[src/rtl/data_repeater_fifo_frm.sv]
// Frame-based repeater FIFO: each written frame is replayed (R+1) times before
// its storage is released. Single clock, registered read data.
module data_repeater_fifo_frm #(
    parameter int DATA_WIDTH   = 32,
    parameter int ADDR_WIDTH   = 4,
    parameter int REPEAT_WIDTH = 8
) (
    input  logic                    clk_i,
    input  logic                    reset_n_i,
    input  logic                    flush_i,
    input  logic                    fifo_wr_i,
    input  logic [DATA_WIDTH-1:0]   fifo_wr_dat_i,
    input  logic                    fifo_wr_last_i,
    output logic                    fifo_wr_full_o,
    output logic                    fifo_wr_overflow_o,
    output logic [ADDR_WIDTH:0]     fifo_level_o,
    input  logic [REPEAT_WIDTH-1:0] repeat_cnt_i,
    input  logic                    fifo_rd_i,
    output logic                    fifo_empty_o,
    output logic [DATA_WIDTH-1:0]   fifo_rd_dat_o,
    output logic                    fifo_rd_dat_valid_o,
    output logic                    fifo_rd_last_o,
    output logic [REPEAT_WIDTH-1:0] fifo_rd_pass_o
);

    localparam int                    DEPTH     = 1 << ADDR_WIDTH;
    localparam logic [ADDR_WIDTH:0]   PTR_ONE   = {{ADDR_WIDTH{1'b0}}, 1'b1};
    localparam logic [ADDR_WIDTH:0]   PTR_ZERO  = {(ADDR_WIDTH+1){1'b0}};
    localparam logic [ADDR_WIDTH:0]   LVL_FULL  = {1'b1, {ADDR_WIDTH{1'b0}}};
    localparam logic [REPEAT_WIDTH-1:0] PASS_ONE  = {{(REPEAT_WIDTH-1){1'b0}}, 1'b1};
    localparam logic [REPEAT_WIDTH-1:0] PASS_ZERO = {REPEAT_WIDTH{1'b0}};
    localparam logic [DATA_WIDTH-1:0]   DAT_ZERO  = {DATA_WIDTH{1'b0}};

    // Word storage: bit DATA_WIDTH carries the end-of-frame flag.
    logic [DATA_WIDTH:0] mem_q [DEPTH];

    logic [ADDR_WIDTH:0]     wr_ptr_q, wr_ptr_d;
    logic [ADDR_WIDTH:0]     rd_ptr_q, rd_ptr_d;
    logic [ADDR_WIDTH:0]     base_ptr_q, base_ptr_d;
    logic [REPEAT_WIDTH-1:0] pass_cnt_q, pass_cnt_d;
    logic [REPEAT_WIDTH-1:0] r_lat_q, r_lat_d;
    logic                    overflow_q, overflow_d;
    logic [DATA_WIDTH-1:0]   rd_dat_q, rd_dat_d;
    logic                    rd_valid_q, rd_valid_d;
    logic                    rd_last_q, rd_last_d;
    logic [REPEAT_WIDTH-1:0] rd_pass_q, rd_pass_d;

    logic [ADDR_WIDTH:0]     level_s;
    logic                    full_s;
    logic                    empty_s;
    logic                    wr_acc_s;
    logic                    rd_acc_s;
    logic [DATA_WIDTH:0]     rd_word_s;
    logic                    frame_start_s;
    logic [REPEAT_WIDTH-1:0] r_eff_s;

    // Status and accept decode from the pre-edge register state.
    always_comb begin
        level_s       = wr_ptr_q - base_ptr_q;
        full_s        = (level_s == LVL_FULL);
        empty_s       = (rd_ptr_q == wr_ptr_q);
        wr_acc_s      = fifo_wr_i & ~full_s;
        rd_acc_s      = fifo_rd_i & ~empty_s;
        rd_word_s     = mem_q[rd_ptr_q[ADDR_WIDTH-1:0]];
        // The live repeat input applies on the very first read of a frame so
        // single-word frames see it before it could be latched.
        frame_start_s = (rd_ptr_q == base_ptr_q) && (pass_cnt_q == PASS_ZERO);
        if (frame_start_s) begin
            r_eff_s = repeat_cnt_i;
        end else begin
            r_eff_s = r_lat_q;
        end
    end

    // Next-state for pointers, pass counter, overflow and read output stage.
    always_comb begin
        wr_ptr_d   = wr_ptr_q;
        rd_ptr_d   = rd_ptr_q;
        base_ptr_d = base_ptr_q;
        pass_cnt_d = pass_cnt_q;
        r_lat_d    = r_lat_q;
        overflow_d = overflow_q;
        rd_dat_d   = rd_dat_q;
        rd_last_d  = rd_last_q;
        rd_pass_d  = rd_pass_q;
        rd_valid_d = 1'b0;
        if (flush_i) begin
            wr_ptr_d   = PTR_ZERO;
            rd_ptr_d   = PTR_ZERO;
            base_ptr_d = PTR_ZERO;
            pass_cnt_d = PASS_ZERO;
            r_lat_d    = PASS_ZERO;
            overflow_d = 1'b0;
            rd_dat_d   = DAT_ZERO;
            rd_last_d  = 1'b0;
            rd_pass_d  = PASS_ZERO;
        end else begin
            if (wr_acc_s) begin
                wr_ptr_d = wr_ptr_q + PTR_ONE;
            end else if (fifo_wr_i) begin
                overflow_d = 1'b1;
            end else begin
                overflow_d = overflow_q;
            end
            if (rd_acc_s) begin
                rd_valid_d = 1'b1;
                rd_dat_d   = rd_word_s[DATA_WIDTH-1:0];
                rd_last_d  = rd_word_s[DATA_WIDTH];
                rd_pass_d  = pass_cnt_q;
                if (frame_start_s) begin
                    r_lat_d = repeat_cnt_i;
                end else begin
                    r_lat_d = r_lat_q;
                end
                if (rd_word_s[DATA_WIDTH]) begin
                    if (pass_cnt_q < r_eff_s) begin
                        rd_ptr_d   = base_ptr_q;
                        pass_cnt_d = pass_cnt_q + PASS_ONE;
                    end else begin
                        base_ptr_d = rd_ptr_q + PTR_ONE;
                        rd_ptr_d   = rd_ptr_q + PTR_ONE;
                        pass_cnt_d = PASS_ZERO;
                    end
                end else begin
                    rd_ptr_d = rd_ptr_q + PTR_ONE;
                end
            end else begin
                rd_valid_d = 1'b0;
            end
        end
    end

    // Control and output registers.
    always_ff @(posedge clk_i or negedge reset_n_i) begin
        if (!reset_n_i) begin
            wr_ptr_q   <= PTR_ZERO;
            rd_ptr_q   <= PTR_ZERO;
            base_ptr_q <= PTR_ZERO;
            pass_cnt_q <= PASS_ZERO;
            r_lat_q    <= PASS_ZERO;
            overflow_q <= 1'b0;
            rd_dat_q   <= DAT_ZERO;
            rd_valid_q <= 1'b0;
            rd_last_q  <= 1'b0;
            rd_pass_q  <= PASS_ZERO;
        end else begin
            wr_ptr_q   <= wr_ptr_d;
            rd_ptr_q   <= rd_ptr_d;
            base_ptr_q <= base_ptr_d;
            pass_cnt_q <= pass_cnt_d;
            r_lat_q    <= r_lat_d;
            overflow_q <= overflow_d;
            rd_dat_q   <= rd_dat_d;
            rd_valid_q <= rd_valid_d;
            rd_last_q  <= rd_last_d;
            rd_pass_q  <= rd_pass_d;
        end
    end

    // Storage write port; contents are intentionally not reset.
    always_ff @(posedge clk_i) begin
        if (wr_acc_s && !flush_i) begin
            mem_q[wr_ptr_q[ADDR_WIDTH-1:0]] <= {fifo_wr_last_i, fifo_wr_dat_i};
        end
    end

    assign fifo_wr_full_o      = full_s;
    assign fifo_wr_overflow_o  = overflow_q;
    assign fifo_level_o        = level_s;
    assign fifo_empty_o        = empty_s;
    assign fifo_rd_dat_o       = rd_dat_q;
    assign fifo_rd_dat_valid_o = rd_valid_q;
    assign fifo_rd_last_o      = rd_last_q;
    assign fifo_rd_pass_o      = rd_pass_q;

endmodule

[config.mk]
export PLATFORM = sky130hd
export DESIGN_NAME = data_repeater_fifo_frm
export DESIGN_NICKNAME = d
export VERILOG_FILES = /design/src/rtl/data_repeater_fifo_frm.sv
export SDC_FILE = /design/constraint.sdc
export NUM_CORES = 1
export LEC_CHECK = 0
export ABC_AREA = 0
export ABC_CLOCK_PERIOD_IN_PS = 4700
export BUFFER_PORTS_ARGS = -buffer_cell sky130_fd_sc_hd__buf_2
export CORE_MARGIN = 4
export CORE_UTILIZATION = 25
export DETAILED_ROUTE_END_ITERATION = 12
export GPL_TIMING_DRIVEN = 0
export PLACE_DENSITY = 0.46
export SLEW_MARGIN = 0
export SYNTH_ARGS = -nofsm -noshare
export SYNTH_HDL_FRONTEND = slang
export SYNTH_SLANG_ARGS = --single-unit
export TNS_END_PERCENT = 20
[constraint.sdc]
create_clock -name clk_i -period 4.7 [get_ports clk_i]
set_input_delay 0 -clock clk_i [delete_from_list [all_inputs] [get_ports clk_i]]
set_output_delay 0 -clock clk_i [all_outputs]
set_load 0.1 [all_outputs]
=== After elaboration in Yosys (flattened, before gate mapping) ===
Memories as Yosys holds them, arrays and structs flattened.
Cells that the tools add are included.
W data, S select, Z words.

* $add $sub $neg: 4
* Order comparisons: 1
* Eq/ne operators: 4
* Multiplexer cells: 29
* Bitwise logic cells: 4
* Reduce and logical (&&, ||, !) cells: 10

{| class="wikitable"
|+ Operator list
! operator !! number
|-
| $mux W8 || 9
|-
| $mux W32 || 2
|-
| $mux W5 || 9
|-
| $add A5 B1 Y5 const B || 2
|-
| $eq A5 B5 Y1 || 2
|-
| $mux W1 || 9
|-
| $add A8 B1 Y8 const B || 1
|-
| $logic_not A8 Y1 || 1
|-
| $lt A8 B8 Y1 || 1
|-
| $reduce_bool A2 Y1 || 4
|-
| $eq A5 B5 Y1 const B || 1
|-
| $sub A5 B5 Y5 || 1
|-
| $reduce_and A2 Y1 || 2
|-
| $and A1 B1 Y1 || 2
|-
| $logic_and A1 B1 Y1 || 2
|-
| $ne A2 B2 Y1 const B || 1
|-
| $not A1 Y1 || 2
|-
| $logic_not A1 Y1 || 1
|}

* Register bits after elaboration: 74
* Memory bits (writable): 528
* Input port bits: 46
* Output and inout port bits: 50
* Word-level logic and storage cells: 63
* Memories kept: 1

{| class="wikitable"
|+ Memories
! name !! words !! width !! read ports !! clocked after Yosys merged registers in !! write ports !! RTL line !! text
|-
| mem_q || 16 || 33 || 1 || 0 || 1 || 35 || <nowiki>logic [DATA_WIDTH:0] mem_q [DEPTH];</nowiki>
|}

=== Depth between registers and ports, before layout ===
* Depth in word-level cells: 8
* Depth in mapped cells: 16
* Gate-level depth less buffers: 14

=== Worst setup path before layout ===
Ideal clock, no wire load.

* Kind: register to register
* From: register wr_ptr_q[0]
* To: memory mem_q[11][0] (netlist name), enable pin
* Setup time: 393 ps
* Arrival: 4,569 ps
* Required time: 4,307 ps
* Setup slack: -263 ps
* Stages on the path, launching flop included: 10
* Path buffers: 1
* Clock period less this slack: 4,963 ps
* Cells stage by stage: dfrtp_1 > inv_1 > ha_1 > fa_1 > xnor2_1 > or3_1 > o31ai_2 > nor2_1 > clkbuf_1 > and3_1

* Longest elaborated chain between the ends: 7

{| class="wikitable"
|+ Ends and longest elaborated chain
! item !! RTL line !! text
|-
| start, declared || 37 || <nowiki>logic [ADDR_WIDTH:0] wr_ptr_q, wr_ptr_d;</nowiki>
|-
| start signal, assigned || 147 || <nowiki>wr_ptr_q <= wr_ptr_d;</nowiki>
|-
| $sub A5 B5 Y5 || 59 || <nowiki>level_s = wr_ptr_q - base_ptr_q;</nowiki>
|-
| via fifo_level_o[2] || 16 || <nowiki>output logic [ADDR_WIDTH:0] fifo_level_o,</nowiki>
|-
| $eq A5 B5 Y1 || 60 || <nowiki>full_s = (level_s == LVL_FULL);</nowiki>
|-
| $not A1 Y1 || 62 || <nowiki>wr_acc_s = fifo_wr_i & ~full_s;</nowiki>
|-
| $and A1 B1 Y1 || 62 ||
|-
| $logic_and A1 B1 Y1 || 162 || <nowiki>if (wr_acc_s && !flush_i) begin</nowiki>
|-
| $mux W1 || 162 ||
|-
| $mux W1 (not written as such) || 163 || <nowiki>mem_q[wr_ptr_q[ADDR_WIDTH-1:0]] <= {fifo_wr_last_i, fifo_wr_dat_i};</nowiki>
|-
| end, declared || 35 ||
|}

The timed path passes the listed nets, and every way through them passes these cells.

=== Final worst setup path ===
* From: register wr_ptr_q[0]
* To: memory mem_q[12][6] (netlist name), enable pin

* Longest elaborated chain between the ends: 7

{| class="wikitable"
|+ Ends and longest elaborated chain
! item !! RTL line
|-
| $sub A5 B5 Y5 || 59
|-
| $eq A5 B5 Y1 || 60
|-
| $not A1 Y1 || 62
|-
| $and A1 B1 Y1 || 62
|-
| $logic_and A1 B1 Y1 || 162
|-
| $mux W1 || 162
|-
| $mux W1 (not written as such) || 163
|}

Several ways; a longest one is shown, not always the timed one.

==> impl_metrics.yaml <==
grt:
  grtUsageTotal_pct: 12.93
  grt_pass1_vias: 12840
  grt.overflow.total: 0
  antenna_found_initial: 3
  grt_max_degree: 48
  grt_pass1_wl_um: 92630
setup_path:
  worst-path-buf-inv: 4
  arrival_ns: 4.48
  cpMostUsedCell: "inv_1"
  cp-end-kind: "register"
  cp-start-kind: "register"
  critPathKind: "reg2reg"
  cpMaxStageDelayCell: "and3_2"
  path_max_fanout: 20
  r2r_setup_slack_ns: 0.52
  cp_data_required_time_ns: 5.00
  max_stage_delay_ns: 0.77
  crit_family: "simple AND/OR/NAND/NOR gates"
  path_cells: "inv_1 > ha_1 > fa_1 > inv_1 > a21o_1 > a21oi_1 > xnor2_1 > o31ai_2 > nor2_1 > clkbuf_1 > and3_2 > buf_16"
final_layout:
  layout-drive-gt1-share_pct: 28.80
  syn2layout_area_growth_pct: 21.50
  final_cells: 2711
  nets: 1467
placement:
  gp_congestion: 0.7126
  dp_hpwl_um: 40230
  place_inst: 2540
  port_buffers: 95
power:
  p_leak_uw: 0.009510
  ir_drop_v: 0.0002041
  power.total_uw: 12710
  power_density_nw_per_um2: 440.7
sta:
  fin_skew_ns: 0.01585
  setup_viol: 0
  hold_viol_final: 0
  fmax_mhz: 239.1
  fin_crit_ns: 4.182
  slew_headroom_pct: 19.47
  rsz0062_at_grt: "false"
  worst_pin_slew_ns: 1.208
  fin_crit_sh_pct: 88.99
  drv_slew: 0
  holdWs_ns: 0.2215
yosys:
  syn-num-nets: 1239
  yosysTopAreaCellShare_pct: 66.82
  synth_edf_count: 528
  synth_cell_types: 46
  ys.flop_type: "edfxtp_1"
  yosysTopAreaCell: "edfxtp_1"
  ys_ff_latch: 602
  synth_cells: 1174
  yosysWarnings: 0
  synth_area_um2: 23730
  async_flop_share_pct: 12.29
  yosys-top-cells-area: "edfxtp_1, mux4_2, dfrtp_1"
  synth.avg_cell_area_um2: 20.21
  ys_seq_area_share_pct: 74.62
clock_network:
  cts_tree: "built"
  clockBufferDepth: 3
  cts_made_buffers: 67
  cts_sinks: 602
  cts.reportedPaths.clkPinSlew_ns: 0.06
  cts-root-buf: "clkbuf_16"
  insertion_delay_ns: 0.60
  cts_resized: 0
  cts_max_level: 3
routing:
  drc: 0
  firstDrtPassIters: 5
  drtIter0Drc: 988
  ant_nets: 0
  drt-total-wl_um: 63730
  vias: 12080
  vias_per_cell: 4.456
  routedWlPerCell_um: 23.51
floorplanning:
  core_um2: 93750
  die-area_um2: 99910
  initial_utilization_pct: 25.31
  io_pins: 96
  dieWidth_um: 316.1
  die_h_um: 316.1
  rows: 112
run_status:
  status: "finished clean"
min_path:
  hp-class: "in2reg"
flow_run:
  maxCapViolCount: 0
-- cell families (layout without fill, tap and decap cells) --
group	after synthesis	after routing	share of synthesized area, %
compound gates	83	83	1.983
mux	189	189	16.68
other cells	0	2	0
buf+inv	82	363	1.482
flops	602	602	74.62
fa+ha+maj	19	19	1.034
simple gates	181	181	3.538
xor+xnor	18	18	0.6644
-- final timing paths --
kind / from / to / cells past startpoint
hold reg to reg: fifo_wr_overflow_o / fifo_wr_overflow_o / 2
setup / recovery: wr_ptr_q[0] / mem_q[12][6] / 12
min in group asynchronous: reset_n_i / fifo_rd_pass_o[5] / 4
setup reg to reg: wr_ptr_q[0] / mem_q[12][6] / 12
hold / removal: repeat_cnt_i[7] / r_lat_q[7] / 4
max in group asynchronous: reset_n_i / fifo_rd_dat_o[24] / 4
-- tightest hold or removal path, cell delays in order --
cell and delay (ns):
dlygate4sd3_1 0.52, buf_2 0.11, mux2i_1 0.06, nor2_1 0.08
-- sequential cells by signal (all words and copies together) (netlist names) --
name                 cells
fifo_wr_overflow_o       1
pass_cnt_q               8
wr_ptr_q                 5
fifo_rd_dat_valid_o      1
fifo_rd_dat_o           32
rd_ptr_q                 5
fifo_rd_pass_o           8
fifo_rd_last_o           1
mem_q                  528
r_lat_q                  8
base_ptr_q               5
-- cells in the mapped netlist, types with 5 or more instances --
cell	count
buf_2	20
nand2_1	88
a21oi_1	54
ha_1	18
xnor2_1	9
xor2_1	9
nor2b_1	6
dfrtp_1	74
clkbuf_1	34
o21ai_1	10
buf_1	8
edfxtp_1	528
nor3_1	6
mux2i_1	23
and3_1	16
nand2b_1	5
inv_1	17
mux4_2	165
nand3_1	5
nor2_1	35
-- through the flow --
step           worst slack, ns  cell area [um2]  util [%]  setup TNS, ns
6_report                0.5177            28830     30.75              0
2_1_floorplan          0.07463            23740         -              0
4_1_cts                 0.5001            28830     30.75              0
3_5_place_dp            0.5098            26170     27.92              0
3_3_place_gp           -0.4934            25790     27.51        -189.20
5_1_grt                 0.1629            28830     30.75              0
-- power breakdown --
group	switching, uW	internal [uW]
clock	2130	3040
sequential	41.7	5910
combinational	1040	547
-- layer usage --
layer / GRT usage [%] / share of wire (%) / wire length (um)
met4: 2.942 / 1.9 / 1197
met5: 0 / 0.020 / 13
met3: 2.568 / 4.8 / 3073
met2: 20.26 / 46 / 29590
met1: 18.66 / 47 / 29860
-- area by class of cell --
class / count / area [um2]
antenna: 2 / 5.005
buffer: 65 / 287.8
clock buffer: 100 / 1934
clock inverter: 22 / 236.5
fill: 9145 / 64920
inverter: 17 / 63.81
multi-input combinational: 490 / 5705
sequential: 602 / 17710
tap: 1254 / 1569
timing repair buffer: 159 / 1321
-- placed cells by master, fill, tap and decap left out, drive strengths merged, types with 16 or more instances in the layout --
master,count
dfrtp,74
mux4,165
clkbuf,134
ha,18
and3,16
mux2i,23
edfxtp,528
inv,20
buf,144
nand2,89
nor2,35
dlygate4sd3,46
a21oi,54
-- what timing repair did --
action	4_1_cts	5_1_grt
hold buffers	47	0
hold endpoints to repair	620	0
buffers inserted	0	0
(Power assumes the default switching activity.)
